$ cat config.mk
export PLATFORM = sky130hd
export DESIGN_NAME = nco_sweep_ctrl
export DESIGN_NICKNAME = d
export VERILOG_FILES = /design/src/rtl/nco_ctrl_pkg.sv /design/src/rtl/nco_lat_pipe.sv /design/src/rtl/nco_sweep_ctrl.sv
export SDC_FILE = /design/constraint.sdc
export NUM_CORES = 1
export LEC_CHECK = 0
export ABC_AREA = 0
export CORE_UTILIZATION = 50
export CTS_BUF_LIST = sky130_fd_sc_hd__clkbuf_8
export DETAILED_ROUTE_END_ITERATION = 6
export GPL_ROUTABILITY_DRIVEN = 0
export PLACE_DENSITY_LB_ADDON = 0.25
export SYNTH_ARGS = -nofsm -noshare
export SYNTH_HDL_FRONTEND = slang
export SYNTH_SLANG_ARGS = --single-unit
$ cat constraint.sdc
create_clock -name clk -period 5.2 [get_ports clk]
set_input_delay 1.3 -clock clk [delete_from_list [all_inputs] [get_ports clk]]
set_output_delay 1.3 -clock clk [all_outputs]
set_load 0.01 [all_outputs]
$ cat src/rtl/nco_ctrl_pkg.sv
// Shared types and default widths for the swept-source NCO controller.
package nco_ctrl_pkg;

    localparam int unsigned NCO_LAT = 4;

    localparam int unsigned DEF_APR = 32;
    localparam int unsigned DEF_NSW = 16;
    localparam int unsigned DEF_DWW = 16;
    localparam int unsigned DEF_LAT = NCO_LAT;

    typedef enum logic [1:0] {
        ST_IDLE  = 2'd0,
        ST_RUN   = 2'd1,
        ST_DRAIN = 2'd2
    } state_e;

endpackage

$ cat src/rtl/nco_lat_pipe.sv
// Enabled shift register that delays sweep markers by the NCO latency.
module nco_lat_pipe #(
    parameter int unsigned W   = 2,
    parameter int unsigned LAT = 4
) (
    input  logic         clk,
    input  logic         reset,
    input  logic         en_i,
    input  logic         flush_i,
    input  logic [W-1:0] d_i,
    output logic [W-1:0] q_o
);

    logic [W-1:0] stage_q [LAT];

    always_ff @(posedge clk) begin
        if (reset || flush_i) begin
            for (int unsigned i = 0; i < LAT; i++) begin
                stage_q[i] <= '0;
            end
        end else if (en_i) begin
            stage_q[0] <= d_i;
            for (int unsigned i = 1; i < LAT; i++) begin
                stage_q[i] <= stage_q[i-1];
            end
        end
    end

    assign q_o = stage_q[LAT-1];

endmodule

$ cat src/rtl/nco_sweep_ctrl.sv
// Linear frequency-sweep sequencer feeding an NCO phase increment, with
// step/sweep markers delayed to line up with the NCO output samples.
module nco_sweep_ctrl
    import nco_ctrl_pkg::*;
#(
    parameter int unsigned APR = DEF_APR,
    parameter int unsigned NSW = DEF_NSW,
    parameter int unsigned DWW = DEF_DWW,
    parameter int unsigned LAT = DEF_LAT
) (
    input  logic           clk,
    input  logic           reset,
    input  logic [APR-1:0] cfg_start_inc,
    input  logic [APR-1:0] cfg_step_inc,
    input  logic [NSW-1:0] cfg_nsteps,
    input  logic [DWW-1:0] cfg_dwell,
    input  logic           start,
    input  logic           abort,
    input  logic           stall,
    output logic [APR-1:0] phi_inc_o,
    output logic           nco_clken_o,
    output logic           sweep_busy,
    output logic           sweep_done,
    output logic [NSW-1:0] step_idx_o,
    output logic           sweep_sync_o,
    output logic           step_sync_o
);

    localparam int unsigned     DCW        = (LAT > 1) ? $clog2(LAT) : 1;
    localparam logic [DCW-1:0]  DRAIN_LAST = DCW'(LAT - 1);

    state_e         state_q,       state_d;
    logic [APR-1:0] phi_q,         phi_d;
    logic [APR-1:0] step_inc_q,    step_inc_d;
    logic [NSW-1:0] nsteps_q,      nsteps_d;
    logic [NSW-1:0] idx_q,         idx_d;
    logic [DWW-1:0] dwell_q,       dwell_d;
    logic [DWW-1:0] dwell_cnt_q,   dwell_cnt_d;
    logic [DCW-1:0] drain_cnt_q,   drain_cnt_d;
    logic           busy_q,        busy_d;
    logic           done_q,        done_d;
    logic           step_first_q,  step_first_d;
    logic           sweep_first_q, sweep_first_d;
    logic [1:0]     sync_pipe;
    logic           en;

    assign en = ~stall;

    always_ff @(posedge clk) begin
        if (reset) begin
            state_q       <= ST_IDLE;
            phi_q         <= '0;
            step_inc_q    <= '0;
            nsteps_q      <= '0;
            idx_q         <= '0;
            dwell_q       <= '0;
            dwell_cnt_q   <= '0;
            drain_cnt_q   <= '0;
            busy_q        <= 1'b0;
            done_q        <= 1'b0;
            step_first_q  <= 1'b0;
            sweep_first_q <= 1'b0;
        end else begin
            state_q       <= state_d;
            phi_q         <= phi_d;
            step_inc_q    <= step_inc_d;
            nsteps_q      <= nsteps_d;
            idx_q         <= idx_d;
            dwell_q       <= dwell_d;
            dwell_cnt_q   <= dwell_cnt_d;
            drain_cnt_q   <= drain_cnt_d;
            busy_q        <= busy_d;
            done_q        <= done_d;
            step_first_q  <= step_first_d;
            sweep_first_q <= sweep_first_d;
        end
    end

    // Sweep sequencing; abort overrides stall, otherwise nothing moves while stalled.
    always_comb begin
        state_d       = state_q;
        phi_d         = phi_q;
        step_inc_d    = step_inc_q;
        nsteps_d      = nsteps_q;
        idx_d         = idx_q;
        dwell_d       = dwell_q;
        dwell_cnt_d   = dwell_cnt_q;
        drain_cnt_d   = drain_cnt_q;
        busy_d        = busy_q;
        done_d        = done_q;
        step_first_d  = step_first_q;
        sweep_first_d = sweep_first_q;

        if (abort) begin
            state_d       = ST_IDLE;
            busy_d        = 1'b0;
            done_d        = 1'b0;
            step_first_d  = 1'b0;
            sweep_first_d = 1'b0;
        end else if (en) begin
            done_d        = 1'b0;
            step_first_d  = 1'b0;
            sweep_first_d = 1'b0;
            unique case (state_q)
                ST_IDLE: begin
                    if (start) begin
                        state_d       = ST_RUN;
                        phi_d         = cfg_start_inc;
                        step_inc_d    = cfg_step_inc;
                        nsteps_d      = cfg_nsteps;
                        dwell_d       = cfg_dwell;
                        idx_d         = '0;
                        dwell_cnt_d   = '0;
                        busy_d        = 1'b1;
                        step_first_d  = 1'b1;
                        sweep_first_d = 1'b1;
                    end
                end
                ST_RUN: begin
                    if (dwell_cnt_q != dwell_q) begin
                        dwell_cnt_d = dwell_cnt_q + DWW'(1);
                    end else if (idx_q != nsteps_q) begin
                        phi_d        = phi_q + step_inc_q;
                        idx_d        = idx_q + NSW'(1);
                        dwell_cnt_d  = '0;
                        step_first_d = 1'b1;
                    end else begin
                        state_d     = ST_DRAIN;
                        drain_cnt_d = '0;
                    end
                end
                ST_DRAIN: begin
                    if (drain_cnt_q == DRAIN_LAST) begin
                        state_d = ST_IDLE;
                        busy_d  = 1'b0;
                        done_d  = 1'b1;
                    end else begin
                        drain_cnt_d = drain_cnt_q + DCW'(1);
                    end
                end
                default: begin
                    state_d = ST_IDLE;
                    busy_d  = 1'b0;
                end
            endcase
        end
    end

    nco_lat_pipe #(
        .W   (2),
        .LAT (LAT)
    ) u_lat_pipe (
        .clk     (clk),
        .reset   (reset),
        .en_i    (en),
        .flush_i (abort),
        .d_i     ({sweep_first_q, step_first_q}),
        .q_o     (sync_pipe)
    );

    assign phi_inc_o    = phi_q;
    assign step_idx_o   = idx_q;
    assign sweep_busy   = busy_q;
    assign sweep_done   = done_q;
    assign sweep_sync_o = sync_pipe[1];
    assign step_sync_o  = sync_pipe[0];
    assign nco_clken_o  = ~stall & ~reset;

endmodule
======== After elaboration in Yosys (flattened, before gate mapping) ========
Memory sizes are Yosys's and may differ from the RTL's.
Index checks and enable logic that the tools add are counted.
W data, S select, Z words.
word-level totals
  word-level logic and storage cells ...... 88
  input bits .............................. 101
  output and inout port bits .............. 53
  bits in writable memories ............... 8
  memories ................................ 1
  flip-flop bits (word level) ............. 136
memories
  name                depth  bits a word  read ports  clocked after memory_dff  write ports  line                text
  u_lat_pipe.stage_q  4      2            4           0                         4            nco_lat_pipe.sv:14  logic [W-1:0] stage_q [LAT];
cells by class
  eq/ne operators ......................... 12
  add/sub/neg operators ................... 4
  bitwise operators ....................... 9
  mux-type cells .......................... 39
  reductions and logical operators ........ 11
operators with widths
  kind                     number
  $mux W32                 3
  $mux W16                 5
  $pmux W16 S2             2
  $pmux W32 S2             1
  $add A16 B1 Y16 const B  2
  $add A32 B32 Y32         1
  $ne A16 B16 Y1           2
  $mux W2                  11
  $mux W1                  13
  $ne A2 B2 Y1 const B     6
  $reduce_and A6 Y1        2
  $reduce_and A5 Y1        2
  $reduce_and A4 Y1        2
  $pmux W2 S3              1
  $eq A2 B2 Y1 const B     2
  $not A1 Y1               4
  $or A1 B1 Y1             4
  $pmux W2 S2              1
  $reduce_bool A2 Y1       2
  $ne A3 B3 Y1 const B     1
  $pmux W1 S3              1
  $add A2 B1 Y2 const B    1
  $eq A2 B1 Y1 const B     1
  $logic_not A2 Y1         1
  other kinds (4)          4

======== Logic depth before layout (Yosys ltp) ========
Gate-level depths: netlist of the first run.
  depth in word-level cells ............... 4
  gate-level depth with buffers ........... 12
  gate-level depth less buffers ........... 11

======== Modules after synthesis ========
From an unflattened synthesis of the first run, not the netlist that was laid out.
second synthesis, totals
  cell total of the unflattened synthesis .. 957
  area, all modules ....................... 7,758.7 sq um
modules (own cells, without submodules)
  module          cells each  sequential area each (sq um)  instances  area an instance (sq um)
  nco_sweep_ctrl  940         2,722.6                       1          7,412.1
  nco_lat_pipe    17          240.2                         1          346.6

======== Worst setup path after synthesis of the first run ========
OpenSTA, ideal clock, no wires.
  path kind ............................... input -> output
  start ................................... input reset
  end ..................................... output nco_clken_o
  path slack .............................. 1.960 ns
  stages .................................. 3
  data required time ...................... 3.900 ns
  path buffers ............................ 2
  arrival ................................. 1.940 ns
  path through ............................ clkbuf_1 buf_1 nor2_1
on the way
  longest elaborated chain between the ends .. 2
RTL lines
  element        line                   text
  from (decl)    nco_sweep_ctrl.sv:12   input logic reset,
  $not A1 Y1     nco_sweep_ctrl.sv:167  assign nco_clken_o = ~stall & ~reset;
  $and A1 B1 Y1  nco_sweep_ctrl.sv:167
  to (decl)      nco_sweep_ctrl.sv:21   output logic nco_clken_o,
No other way between the ends.

======== Worst setup path in the final report of the first run ========
  start ................................... input stall
  end ..................................... output nco_clken_o
on the way
  longest elaborated chain between the ends .. 2
RTL lines
  element                      line                   text
  from (decl)                  nco_sweep_ctrl.sv:19   input logic stall,
  $not A1 Y1 (no source line)  n/a
  $and A1 B1 Y1                nco_sweep_ctrl.sv:167
No other way between the ends.

==> metrics.txt, run 1 <==
status=finished, violations left; violated checks=design-rule violations; Detail Route Antenna Nets=0; Sink Count=between 100 and 150; area leader, netlist=dfxtp_1; DR WL/cell=14.86 um; TritonRoute pass-1 iters=7; worst reg-to-reg path cell count=11; PostCTS Resize Cnt=0; Initial DRC Count=roughly 360; setup tns final=0 ps; synthesized area=around 7600 um2; top post-synthesis cells by area=dfxtp_1 36%, nand2_1 9.3%, a21oi_1 7.3%, xnor2_1 5.7%, ha_1 5.6%; Post-synth EDFFs=8; Req. time, crit path=approximately 3900 ps; pin count of the biggest net entering global routing=65; share of cells above drive strength 1=roughly 4%; launch point of the critical path=stall; hold_sp=sweep_busy; Worst Hold Class=register to register; first-pass GRT wire length=32.22 mm; die span in x=roughly 130 um; number of global-route vias before repair=7003; die height=about 130 um; kind of critical path=input port to output port; final hold violation count=0; asr flop ratio synth=0%; worst-path maximum fanout=12; final period utilization=75.92%; CTS tree=yes; final WL=between 15 and 20 mm; busiest grt layer=met2; Vias=roughly 7000; area delta synth->final=26.40%; Synth top cells by count=189 x nand2_1, 136 x dfxtp_1, 112 x a21oi_1; Port Buffers=153; post-CTS setup buffers=0; Worst Setup End Kind=output port; Cells on Worst Hold Path=2; count leader, synth=nand2_1; startpoint types=input port; post-synth net total=1099; Layout Nets=1223; Yosys reg bits=~140; Initial Util=between 50% and 60%; Worst Path Arrival=between 2000 and 3000 ps; Worst IR Drop VDD=~0.00017 V; CTS Hold Bufs=0; number of diodes=0; initial antenna violation count=0; Tot Pwr=0.002458 W; Max Slew Vio Count=0; core area=around 15000 um2; P_leak=roughly 3.7 nW; vias per cell=between 5 and 6; final setup vio count=0; synthesized area per cell=about 8 um2; top cell type's share of synthesized area=about 36%; synth unique cells=60; Final Critical Period=a little under 4000 ps; slew margin rel.=between 40% and 50%; unrepaired setup endpoints after global routing=false; clock latency on the worst-skew pair=around 450 ps; Worst-path clk slew=80 ps; reg-to-reg startpoint=phi_inc_o[0]; Max Clock Freq=around 0.25 GHz; # IOs=154; gr usage total=around a quarter; die area=~16000 um2; Mapped Cells=just under 1000; power density over the cells=254.7 nW/um2; Root Driver=clkbuf_8; CTS Buf Count=17; hpwl dp=~13 mm; CTS Buffer Depth=2; FP Rows=between 40 and 50; Max-Cap Viols=0; total global routing overflow=0; sequential element share of the synthesized area=around two fifths; main flop type after synthesis=dfxtp_1; met1 usage in global routing=31.69%; GRT met3 Usage=5.434%; clk_skew=roughly 11 ps; yosys warns=0; # DRC=3; Slew @ Worst Pin=~790 ps; GR Util met2=between 40% and 50%; htree depth=4
## cell type report
class | count | area (um2)
Sequential cell | 144 | 2963
Inverter | 8 | 30.03
Clock buffer | 20 | 275.3
Clock inverter | 11 | 140.1
Multi-Input combinational cell | 756 | 4431
Timing Repair Buffer | 160 | 1582
Tap cell | 184 | 230.2
Fill cell | 1251 | 5049
## per-layer routing
metal | part of all wire [%] | vias to the layer above
met5 | 0 | -
met4 | 1.7 | 0
li1 | - | 3609
met1 | 46 | 3272
met2 | 47 | 179
met3 | 5.0 | 29
## cell usage in the layout, fill, tap and decap left out, types with 4 or more instances in the layout
cell / n
a211oi_1: 14
a31oi_1: 7
o21ai_0: 29
nand2b_1: 13
ha_1: 34
nor2_1: 93
clkdlybuf4s50_1: 152
o21ai_1: 4
nand2_1: 188
nor3b_1: 4
nand4_1: 19
clkbuf_8: 20
nand3_1: 16
a311oi_1: 19
a22oi_1: 4
nor3_1: 20
o21a_1: 6
xor2_1: 26
buf_4: 8
dfxtp_1: 136
mux2i_1: 5
o211ai_1: 4
or3_1: 6
and3_1: 10
a211o_1: 4
inv_1: 11
a21o_1: 17
and2_1: 14
xnor2_1: 50
edfxtp_1: 8
a21oi_1: 112
## final timing paths
check	to	slack [ps]
worst max-delay path	nco_clken_o	1250
worst min-delay path	sweep_busy	460
worst max register to register	phi_inc_o[30]	1740
worst min register to register	sweep_busy	460
## sequential cells by signal (all words and copies together), names as in the netlist
name                count
drain_cnt_q             2
dwell_cnt_q            16
dwell_q                16
nsteps_q               16
phi_inc_o              32
state_q                 2
step_first_q            1
step_idx_o             16
step_inc_q             32
sweep_busy              1
sweep_done              1
sweep_first_q           1
u_lat_pipe.stage_q      8
## power by group
group / leakage, nW / internal [W] / switching (W)
Combinational: 2.27 / 0.000174 / 0.000174
Sequential: 1.20 / 0.00115 / 0.0000291
Clock: 0.219 / 0.000508 / 0.000424
Total: 3.68 / 0.00183 / 0.000628
## kinds of logic (layout without fill, tap and decap cells)
| logic type | after synthesis | after routing | synth area share (%) |
|---|---|---|---|
| xor gates and xnor gates | 76 | 76 | 8.718 |
| AOI/OAI and AO/OA | 241 | 241 | 19.47 |
| DFF | 144 | 144 | 38.81 |
| and+or+nand+nor | 399 | 399 | 23.26 |
| muxes | 5 | 5 | 0.6555 |
| buffers and inverters | 63 | 199 | 3.261 |
| adders and majority gates | 35 | 35 | 5.834 |
## critical path, cell delays in order
cell and delay (ps):
clkdlybuf4s50_1 630, nor2_1 180, clkdlybuf4s50_1 540
## through the flow
stage	hold WS [ps]	utilization [%]	worst slack, ps	std cells	area [um2]
after detailed placement	446.4	62.83	1198	1252	9235
after global routing	469.7	65.65	1199	1283	9651
after CTS	457.4	65.65	1262	1283	9651
after global placement	440.2	62.83	1282	1252	9235
final	460.8	65.65	1252	1283	9651
after floorplan	429.5	-	1960	963	7635
Power figures use the tool's default switching activity.
==> run 2, diff against run 1 <==
--- a/config.mk
+++ b/config.mk
@@ -6,7 +6,7 @@
 export NUM_CORES = 1
 export LEC_CHECK = 0
 export ABC_AREA = 0
-export CORE_UTILIZATION = 50
+export CORE_UTILIZATION = 48
 export CTS_BUF_LIST = sky130_fd_sc_hd__clkbuf_8
 export DETAILED_ROUTE_END_ITERATION = 6
 export GPL_ROUTABILITY_DRIVEN = 0
==> constraint.sdc (replaced) <==
create_clock -name clk -period 3.44 [get_ports clk]
set_input_delay 0.86 -clock clk [delete_from_list [all_inputs] [get_ports clk]]
set_output_delay 0.86 -clock clk [all_outputs]
set_load 0.01 [all_outputs]
==> run 2 against run 1 <==
Against the previous run:
- the run now ends clean
- die area increased by 4.1%
- via count up 1.3%
- sequential power rose by 51%
- register-to-register slack got worse by 1500 ps
- first-iteration DRC count increased by 12%
- global-route usage down 0.97 points
- worst setup slack got worse by 980 ps
- largest power group unchanged
==> metrics.txt, run 2 (synthesis gave the netlist of run 1 again) <==
share of cells above drive strength 1=about 5.0%; Final Critical Period=between 3000 and 4000 ps; # DRC=0; Max Clock Freq=approximately 0.32 GHz; final period utilization=just over 90%; CTS Buffer Depth=2; P_sw=about 0.0010 W; number of global-route vias before repair=6602; Root Driver=clkbuf_8; CTS tree=yes; Final Non-Filler Cells=about 1300; FP Rows=45; switching share of power=a little over a quarter; htree depth=4; clk_skew=between 9 and 10 ps; Req. time, crit path=3820 ps; Worst-path clk slew=~80 ps; Port Buffers=roughly 150; Detail Route Antenna Nets=0; Vias=between 7000 and 8000; Initial DRC Count=400; # IOs=around 150; Slew @ Worst Pin=743.4 ps; Sink Count=144; TritonRoute pass-1 iters=5; Worst IR Drop VDD=about 0.00025 V; R2R Setup Slk=approximately 280 ps; pin count of the biggest net entering global routing=between 70 and 80; total global routing overflow=0; Layout Nets=~1200; Max-Cap Viols=0; die height=~130 um; combinational share of power=between 10 and 15%; first-pass GRT wire length=31.48 mm; core area=15370 um2; status=complete, no violations; vias per cell=~5.4; FILL cells=around 1400; unrepaired setup endpoints after global routing=false; Flop pwr share=a little under half; Max Slew Vio Count=0; kind of critical path=register to register; Worst Path Arrival=between 3000 and 4000 ps; Int Power=0.002805 W; die area=16410 um2; Initial Util=between 40% and 50%; die span in x=128.1 um; clock latency on the worst-skew pair=470 ps; startpoint types=register; initial antenna violation count=1; Worst Setup End Kind=register; area delta synth->final=28.29%; CTS Buf Count=17; Cell Count Post-Placement=1288; commonest non-fill, non-tap cells in the layout=188 x nand2_1, 152 x clkdlybuf4s50_1, 136 x dfxtp_1; DR WL/cell=between 10 and 15 um; final hold violation count=0; clock power share=between 30% and 40%; final WL=19.13 mm; power density over the cells=around 390 nW/um2; final setup vio count=0; setup tns final=0 ps; worst-path maximum fanout=3; CTS Hold Bufs=0; Worst Hold Class=register to register; gr usage total=roughly 24%; most common cell after layout, fill and taps aside=nand2_1; slew margin rel.=between 50% and 60%; P_leak=between 3 and 4 nW; hpwl dp=around 14 mm
## run 2: changes by cell type in the layout (fill, tap and decap cells not counted), moves of 3 or more
cell      previous run  this run
clkbuf_8            20        17
buf_4                8        16
clkinv_4             1         5
inv_1               11         8
## run 2: power by group through the flow
stage | clock network, W | logic (W) | registers, W
2_1_floorplan | 0 | 0.000285 | 0.00182
3_3_place_gp | 0 | 0.000528 | 0.00182
3_5_place_dp | 0 | 0.000534 | 0.00182
4_1_cts | 0.00153 | 0.000538 | 0.00178
5_1_grt | 0.00161 | 0.000588 | 0.00179
6_report | 0.00150 | 0.000536 | 0.00178
## run 2: layout make-up
type / count / area, um2 / share of cell area [%]
multi-input combinational: 756 / 4431 / 45.24
sequential: 144 / 2963 / 30.25
timing repair buffer: 169 / 1662 / 16.96
tap: 211 / 264.0 / 2.695
clock buffer: 17 / 234.0 / 2.389
clock inverter: 15 / 209.0 / 2.133
inverter: 8 / 30.03 / 0.3066
antenna: 1 / 2.502 / 0.02555
## run 2: worst max-delay path, cell delays in order (launching register included)
cell and delay (ps):
dfxtp_1 330, ha_1 230, fa_1 430, a211o_1 310, a21o_1 190, a211oi_1 330, o21ai_1 200, a21oi_2 180
nor3_1 70, a2111oi_1 410, xor2_1 130, a211oi_1 260
## run 2: routing by layer
layer | GRT usage [%] | up-vias | wire length [um] | share of wire [%]
li1 | - | 3618 | - | -
met5 | 0 | - | 0 | 0
met1 | 32.08 | 3322 | 9064 | 47
met3 | 3.673 | 26 | 854 | 4.5
met2 | 39.48 | 212 | 8813 | 46
met4 | 10.03 | 0 | 393 | 2.1
## run 2: metrics by stage
step                      setup WS [ps]  utilization, %  total power (W)  hold slack, ps  cell area (um2)
final                             275.1           63.72         0.003814           450.5             9794
after floorplan                   510.2               -         0.002101           429.5             7635
after CTS                         213.6           63.70         0.003845           452.0             9792
after detailed placement          229.1           60.82         0.002350           440.5             9349
after global routing              18.47           63.72         0.003978           476.5             9794
after global placement            308.6           60.82         0.002343           438.4             9349
## run 2: what timing repair did
item | CTS | global route
setup endpoints to repair | 0 | 1
buffers inserted | 0 | 0
resized for setup | 0 | 1
## run 2: final timing paths
check	start	endpoint	cells past startpoint
max	phi_inc_o[0]	phi_inc_o[30]	11
min	sweep_busy	sweep_busy	2
min reg2reg	sweep_busy	sweep_busy	2
max reg2reg	phi_inc_o[0]	phi_inc_o[30]	11
==> run 3, diff against run 2 <==
--- a/config.mk
+++ b/config.mk
@@ -5,8 +5,8 @@
 export SDC_FILE = /design/constraint.sdc
 export NUM_CORES = 1
 export LEC_CHECK = 0
-export ABC_AREA = 0
-export CORE_UTILIZATION = 48
+export ABC_AREA = 1
+export CORE_UTILIZATION = 50
 export CTS_BUF_LIST = sky130_fd_sc_hd__clkbuf_8
 export DETAILED_ROUTE_END_ITERATION = 6
 export GPL_ROUTABILITY_DRIVEN = 0
==> run 3 against run 2 <==
Against the previous run:
- critical path depth fell by 8
- power rose by 2.5%
- clock power barely moved
- routed wire length rose by 40%
- flip-flop and latch count did not move
- sequential power barely moved
- area after synthesis rose by 21%
- synthesized cell count rose by 57%
- utilization fell by 0.25 points
- clock skew rose by 4.7 ps
- worst setup slack improved by 360 ps
- highest routed layer unchanged
- clock-buffer cell count did not move
==> metrics.txt, run 3 <==
status=complete, no violations; TritonRoute pass-1 iters=6; Tot Pwr=a little under 0.004 W; Worst Setup End Kind=output port; hpwl dp=19.36 mm; CTS Buf Count=17; startpoint types=input port; post-CTS setup buffers=0; # IOs=154; yosys warns=0; pin count of the biggest net entering global routing=slightly above 70; final hold violation count=0; Max Clock Freq=between 0.3 and 0.4 GHz; share of cells above drive strength 1=3.802%; synthesized area=around 9000 um2; Final Critical Period=between 2000 and 3000 ps; area delta synth->final=23.75%; Initial Util=51.28%; PostCTS Resize Cnt=0; hold slack=roughly 470 ps; P_sw=0.001097 W; Placement Cell Area=around 11000 um2; Layout Nets=between 1500 and 2000; most common cell after layout, fill and taps aside=nand2_1; die height=between 100 and 150 um; Worst-path clk slew=around 90 ps; post-synth net total=between 1500 and 2000; commonest non-fill, non-tap cells in the layout=480 x nand2_1, 198 x inv_1, 175 x nor2_1; Int Power=0.002812 W; # DRC=0; Max Slew Vio Count=0; Worst Hold Class=register to register; die area=19040 um2; FP Rows=49; Synth top cells by count=481 x nand2_1, 198 x inv_1, 178 x nor2_1; power density over the cells=341.7 nW/um2; sequential element share of the synthesized area=about a third; switching share of power=28.07%; synthesized area per cell=between 6 and 7 um2; Max-Cap Viols=0; count leader, synth=nand2_1; top cell type's share of synthesized area=between 20% and 30%; Yosys reg bits=around 140; Root Driver=clkbuf_8; DR WL/cell=approximately 14 um; Slew @ Worst Pin=787.1 ps; clock latency on the worst-skew pair=about 460 ps; asr flop ratio synth=0%; clock power share=between 30% and 40%; first-pass GRT wire length=42.06 mm; initial antenna violation count=0; setup tns final=0 ps; combinational share of power=15.3%; main flop type after synthesis=dfxtp_1; top post-synthesis cells by area=dfxtp_1 29%, nand2_1 20%, inv_1 8.0%, a21oi_1 8.0%, nor2_1 7.2%; Worst Path Arrival=around 1900 ps; CTS Buffer Depth=2; Detail Route Antenna Nets=0; total global routing overflow=0; CTS Hold Bufs=0; CTS tree=yes; worst-path maximum fanout=2; htree depth=4; Post-synth EDFFs=8; kind of critical path=input port to output port; Vias=a little under 10000; Worst IR Drop VDD=roughly 0.00027 V; area leader, netlist=dfxtp_1; Mapped Cells=~1500; Sink Count=144; final setup vio count=0; Cell Count Post-Placement=between 1500 and 2000; final WL=26.73 mm; clk_skew=14.48 ps; unrepaired setup endpoints after global routing=false; vias per cell=approximately 5.3; Finished Cell Area=approximately 11000 um2; gr usage total=between 20% and 30%; slew margin rel.=a little under half; Flop pwr share=between 40% and 50%; Final Non-Filler Cells=1887; number of global-route vias before repair=~9100; Initial DRC Count=roughly 800; synth unique cells=34; final period utilization=between 80% and 90%; core area=between 15000 and 20000 um2; die span in x=138.0 um; Req. time, crit path=2580 ps; Port Buffers=approximately 150; P_leak=slightly above 5 nW
## run 3: cell count changes after synthesis, sizes merged, moves of 13 or more
cell,previous run,this run
a211oi,14,0
nand2b,13,0
a21o,17,1
buf,7,20
nand2,190,485
a21oi,113,148
a311oi,19,0
xnor2,50,10
nor2,93,178
inv,8,201
nand3,16,122
## run 3: cell type report
class,count,area [um2]
Antenna cell,1,2.502
Clock buffer,17,234.0
Clock inverter,15,207.7
Fill cell,1743,6585
Inverter,201,754.5
Multi-Input combinational cell,1113,5323
Sequential cell,144,2963
Tap cell,229,286.5
Timing Repair Buffer,167,1669
## run 3: power by group through the flow
stage	combinational, W	clock (W)	sequential [W]
5_1_grt	0.000661	0.00162	0.00179
2_1_floorplan	0.000324	0	0.00182
6_report	0.000600	0.00153	0.00178
3_5_place_dp	0.000596	0	0.00182
3_3_place_gp	0.000586	0	0.00182
4_1_cts	0.000599	0.00155	0.00178
## run 3: logic make-up after synthesis
| logic type | Yosys count | share of synthesized area, % |
|---|---|---|
| simple gates | 839 | 37.41 |
| buf+inv | 257 | 10.64 |
| compound gates | 194 | 10.81 |
| flops | 144 | 32.05 |
| xor+xnor | 45 | 4.264 |
| fa+ha+maj | 35 | 4.819 |
## run 3: critical path, stage by stage
cell	delay, ps
clkdlybuf4s50_1	430
nor2_1	120
clkdlybuf4s50_1	540
## run 3: path summary, 6_finish.rpt
check / startpoint / endpoint / slack, ps / depth (start not counted)
max: stall / nco_clken_o / 640 / 3
min: sweep_busy / sweep_busy / 470 / 2
max reg2reg: dwell_cnt_q[11] / step_idx_o[2] / 940 / 13
min reg2reg: sweep_busy / sweep_busy / 470 / 2
## run 3: metrics by stage
step | setup slack [ps] | util (%)
2_1_floorplan | 1119 | -
3_3_place_gp | 491.9 | 61.00
3_5_place_dp | 481.6 | 61.00
4_1_cts | 627.0 | 63.45
5_1_grt | 596.2 | 63.45
6_report | 637.3 | 63.47
## run 3: per-layer routing
metal | up-vias | part of all wire [%] | global-route usage, % | wire length (um)
met2 | 360 | 47 | 48.22 | 12550
met5 | - | 0 | 0 | 0
li1 | 5032 | - | - | -
met3 | 55 | 5.9 | 4.715 | 1572
met4 | 0 | 2.9 | 11.17 | 788
met1 | 4469 | 44 | 35.67 | 11820
